==> src/rtl/mask_share_gen.sv <==
// mask_share_gen: masks bytes into three Boolean shares with 90 bits of S-box randomness from a seeded 128-bit LFSR
module mask_share_gen (
  input  logic         clk,
  input  logic         rst,
  input  logic         seed_load,
  input  logic [127:0] seed,
  input  logic         in_valid,
  output logic         in_ready,
  input  logic [7:0]   in_data,
  output logic         out_valid,
  input  logic         out_ready,
  output logic [7:0]   out_s1,
  output logic [7:0]   out_s2,
  output logic [7:0]   out_s3,
  output logic [89:0]  out_r,
  output logic         busy
);
  typedef enum logic [1:0] {UNSEEDED, WARMUP, RUN} state_t;
  state_t       state;
  logic [127:0] lfsr;
  logic [127:0] lfsr_nxt;
  logic [3:0]   cnt;
  logic         acc;
  function automatic logic [127:0] advance(input logic [127:0] s);
    logic [127:0] t;
    t = s;
    for (int i = 0; i < 128; i++) t = {t[126:0], t[127] ^ t[28] ^ t[26] ^ t[1]};
    return t;
  endfunction
  assign lfsr_nxt = advance(lfsr);
  assign in_ready = (state == RUN) && !seed_load && (!out_valid || out_ready);
  assign acc      = in_valid && in_ready;
  assign busy     = state != RUN;
  always_ff @(posedge clk) begin
    if (rst) begin
      state     <= UNSEEDED;
      lfsr      <= 128'd1;
      cnt       <= 4'd0;
      out_valid <= 1'b0;
      out_s1    <= 8'd0;
      out_s2    <= 8'd0;
      out_s3    <= 8'd0;
      out_r     <= 90'd0;
    end else if (seed_load) begin
      state     <= WARMUP;
      lfsr      <= (seed == 128'd0) ? 128'd1 : seed;
      cnt       <= 4'd0;
      out_valid <= 1'b0;
      out_s1    <= 8'd0;
      out_s2    <= 8'd0;
      out_s3    <= 8'd0;
      out_r     <= 90'd0;
    end else begin
      if (state == WARMUP) begin
        lfsr <= lfsr_nxt;
        cnt  <= cnt + 4'd1;
        if (cnt == 4'd15) state <= RUN;
      end
      if (acc) begin
        lfsr      <= lfsr_nxt;
        out_s1    <= in_data ^ lfsr[7:0] ^ lfsr[15:8];
        out_s2    <= lfsr[7:0];
        out_s3    <= lfsr[15:8];
        out_r     <= lfsr[105:16];
        out_valid <= 1'b1;
      end else if (out_ready) begin
        out_valid <= 1'b0;
      end
    end
  end
endmodule

==> config.mk <==
export PLATFORM = sky130hd
export DESIGN_NAME = mask_share_gen
export DESIGN_NICKNAME = d
export VERILOG_FILES = /design/src/rtl/mask_share_gen.sv
export SDC_FILE = /design/constraint.sdc
export NUM_CORES = 1
export LEC_CHECK = 0
export CAP_MARGIN = 20
export CORE_AREA = 2 2 153 304
export CTS_BUF_LIST = sky130_fd_sc_hd__clkbuf_8
export CTS_CLUSTER_DIAMETER = 40
export CTS_CLUSTER_SIZE = 24
export DETAILED_ROUTE_END_ITERATION = 8
export DIE_AREA = 0 0 155 306
export HOLD_SLACK_MARGIN = 0.12
export MAX_ROUTING_LAYER = met4
export PLACE_DENSITY = 0.69
export SETUP_SLACK_MARGIN = 0.4
export SLEW_MARGIN = 5
export SYNTH_ARGS = -nofsm -noshare
export SYNTH_HDL_FRONTEND = slang
export SYNTH_SLANG_ARGS = --single-unit
==> constraint.sdc <==
create_clock -name clk -period 3.9 [get_ports clk]
set_input_delay 1.17 -clock clk [delete_from_list [all_inputs] [get_ports clk]]
set_output_delay 1.17 -clock clk [all_outputs]
set_load 0.01 [all_outputs]
==> impl_metrics.yaml, run 1 <==
timing:
  fin_worst_skew_ns: 0.0459
  maxSlewViolCount: 0
  rsz0062_at_grt: "yes"
  fmax_mhz: 270
  final.period_utilization: 0.951
  timing.setup.tns_ns: 0
  tightest_slew_ns: 0.741
  layout_min_cycle_time_ns: 3.71
  relSlewSlack: 0.506
  report.final.hold_viol_count: 0
  final-setup-viol-count: 0
drt:
  drt_iter0_drc: 935
  wirelength_mm: 73.9
  vias: 15430
  first_pass_iters: 5
  final_antenna_net_count: 0
  drt-vias-per-instance: 5.33
  routedWlPerCell_microns: 25.5
  drt_drc_violations_left: 0
cells_and_area:
  design.final.nets: 2457
  fillerInstances: 4128
  area_delta_synth_final_pct: 50.3
  drive_above_1_share: 0.272
floorplanning:
  placeableCoreArea_sq_um: 45000
  dieArea_sq_um: 47400
  die-width_microns: 155
  floorplan.initialDensity: 0.347
  count_of_standard_cell_rows: 110
  dieHeight_microns: 306
  boundaryPins: 258
synthesis:
  cell_area_synth_sq_um: 15600
  synth_mux_area_frac: 0.00192
  synth_enable_flop_cells: 0
  yosys_register_bits: 249
  post-synth-top-count-cell: "xnor2_1"
  synthTopCellsByArea: "dfxtp_1 (32%), xnor2_1 (15%), xor2_1 (7.4%)"
  postSynthAreaPerCell_sq_um: 8.76
  warnings_synthesis: 0
  dominant_combinational_cell_family_by_area_after_synthesis: "XOR/XNOR gates"
  yosysTopAreaCell: "dfxtp_1"
  synthSimpleGateAreaFrac: 0.137
  synthesis.nets: 1924
  synth_async_sr_flop_share: 0
  synthTopCellsByCount: "xnor2_1 (271), nand2_1 (257), dfxtp_1 (249), a21oi_1 (180), nor2_1 (148)"
  yosys.area.top_type_share: 0.319
  synthXorXnorAreaFrac: 0.360
  synth-compound-area-share: 0.145
  netlist_instances: 1782
  synth_fa_ha_area_frac: 0.000802
  synth_cell_types: 50
  ys.flop_type: "dfxtp_1"
  synth.yosys.seq_area_share: 0.319
global_route:
  globalRoute.totalOverflow: 0
  first_pass_grt_wire_length_mm: 105
  grt_antenna_before_repair: 1
  grt_max_degree: 130
  grt_use_total: 0.314
  grt_pass1_vias: 15677
status:
  outcome: "finished clean"
setup_path:
  cell_breakdown_of_the_critical_path: "buf_12 -> xor2_4 -> xnor2_1 -> buf_4 -> xnor3_2 -> buf_6 -> xnor3_2 -> xnor3_1 -> buf_6 -> xnor3_2 -> xnor2_2 -> a221oi_2 -> nor3_2"
  worstPathMaxFanout: 4
  r2r.worst_path.cells: 13
  regToRegStartpoint: "lfsr[22]$_SDFFE_PP0P_"
  crit_path_max_incr_delay_ns: 0.49
  timing_worst_setup_path_type: "reg2reg"
  critical_path_capture_point_type: "flip-flop"
  crit_required_ns: 4.39
  critical_path.reg2reg.endpoint: "lfsr[7]$_SDFFE_PP0P_"
  slowest_cp_cell: "xnor3_2"
  worst_setup_path_start_kind: "flip-flop"
  critical_path_arrival_ns: 4.20
  timing.reg2reg.setup_slack_ns: 0.19
  critPathMostFrequentCell: "xnor3_2"
clocking:
  clk_transition_reported_paths_ns: 0.12
  inserted_clock_buffers: 27
  clock_tree_from_tritoncts: "done"
  cts_hold_repair.buffers: 0
  clk_path_buf_depth: 3
  worstSkewPairLatency_ns: 0.67
  clk_root_buffer_cell: "clkbuf_8"
  clock-sinks: 249
  htreeDepth: 1
worst_hold_path:
  worstHoldEndpoint: "out_r[85]$_SDFFE_PP0P_"
  holdCritStartpoint: "out_r[85]$_SDFFE_PP0P_"
  whs_path_depth: 2
  min_path_type: "reg2reg"
place:
  hpwl_reported_at_the_end_of_detailed_placement_mm: 58.7
  io_buffer_count: 257
  place.gp.congestion: 1.04
run:
  drv.max_cap_violation_count: 0
through the flow:
stage | instances | util | instance area (sq um) | hold WS, ns | worst slack (ns)
final | 2896 | 0.521 | 23400 | 0.459 | 0.190
after global routing | 2896 | 0.521 | 23400 | 0.480 | 0.0970
after CTS | 2877 | 0.506 | 22800 | 0.463 | 0.192
after detailed placement | 2794 | 0.471 | 21200 | 0.447 | -0.387
after global placement | 2794 | 0.471 | 21200 | 0.439 | -0.305
after floorplan | 1782 | - | 15700 | 0.442 | 0.197
final cells by class:
cell class | count | area [sq um] | area share
well taps | 560 | 701 | 0.0299
clock inverters | 21 | 312 | 0.0133
repair buffers | 643 | 5890 | 0.251
multi-input cells | 1393 | 11100 | 0.475
flip-flops and latches | 249 | 5030 | 0.214
clock buffers | 28 | 385 | 0.0164
inverters | 1 | 3.75 | 0.000160
diodes | 1 | 2.50 | 0.000107
how the worst max path moves through the flow:
stage | startpoint | end | slack (ns) | cells after the start
final | lfsr[22]$_SDFFE_PP0P_ | lfsr[7]$_SDFFE_PP0P_ | 0.19 | 13
after global routing | lfsr[22]$_SDFFE_PP0P_ | lfsr[12]$_SDFFE_PP0P_ | 0.1 | 14
after CTS | lfsr[91]$_SDFFE_PP0P_ | lfsr[12]$_SDFFE_PP0P_ | 0.19 | 14
after detailed placement | seed[66] | lfsr[7]$_SDFFE_PP0P_ | -0.39 | 9
after global placement | lfsr[91]$_SDFFE_PP0P_ | lfsr[7]$_SDFFE_PP0P_ | -0.30 | 12
after floorplan | lfsr[14]$_SDFFE_PP0P_ | lfsr[10]$_SDFFE_PP0P_ | 0.20 | 12
critical path: cells and delay by family (launching register included):
| family | cells | cell delay, ns |
|---|---|---|
| AOI/OAI and AO/OA | 1 | 0.39 |
| xor gates and xnor gates | 7 | 2.04 |
| buffers and inverters | 4 | 0.65 |
| DFF | 1 | 0.35 |
| and+or+nand+nor | 1 | 0.10 |
routing by layer:
layer | routed length [microns] | track usage
met5 | 0 | -
met4 | 8060 | 0.265
met3 | 3400 | 0.0315
met2 | 38100 | 0.554
met1 | 24300 | 0.306
registers in the layout, summed over array words and instances (netlist names):
register / cells
lfsr: 128
out_r: 90
out_s1: 8
out_s2: 8
out_s3: 8
cnt: 4
state: 2
out_valid: 1
cells in the final DEF (no fill, tap or decap), drive strengths merged, types with 2 or more instances in the layout:
cell,instances
buf,388
xnor2,299
nand2,257
clkdlybuf4s50,254
dfxtp,249
a21oi,180
nor2,148
xor2,139
o21ai,96
xnor3,55
nor3,49
nor4,34
a221o,30
clkbuf,28
o211ai,21
a221oi,20
inv,14
a211oi,12
nand4,9
xor3,7
a22oi,6
o21a,5
clkinv,5
nand2b,3
nor2b,3
mux2i,3
nand3,2
clkinvlp,2
or2,2
a31oi,2
cell families (layout without fill, tap and decap cells):
family | count (synthesis) | after routing
compound gates | 378 | 378
xor+xnor | 500 | 500
fa+ha+maj | 1 | 1
buf+inv | 140 | 693
flops | 249 | 249
mux | 3 | 3
other cells | 0 | 1
simple gates | 511 | 511
repair_timing:
item                                    in CTS  in global routing
setup buffers                               34                 18
gates resized for setup                    122                116
pin swaps                                   65                 44
endpoints found under the setup margin      75                 73
Power of run 1 is left out: the tool's default activity adds up to more than one toggle a clock period on the data nets, which glitch-free logic cannot reach.
==> run 2: changes to the inputs <==
--- a/config.mk
+++ b/config.mk
@@ -16,7 +16,7 @@
 export MAX_ROUTING_LAYER = met4
 export PLACE_DENSITY = 0.69
 export SETUP_SLACK_MARGIN = 0.4
-export SLEW_MARGIN = 5
+export SKIP_LAST_GASP = 1
 export SYNTH_ARGS = -nofsm -noshare
 export SYNTH_HDL_FRONTEND = slang
 export SYNTH_SLANG_ARGS = --single-unit
==> results of run 2 <==
No change in the layout: final DEF, timing and power equal those of run 1.
Power of run 2 is left out for the same reason.
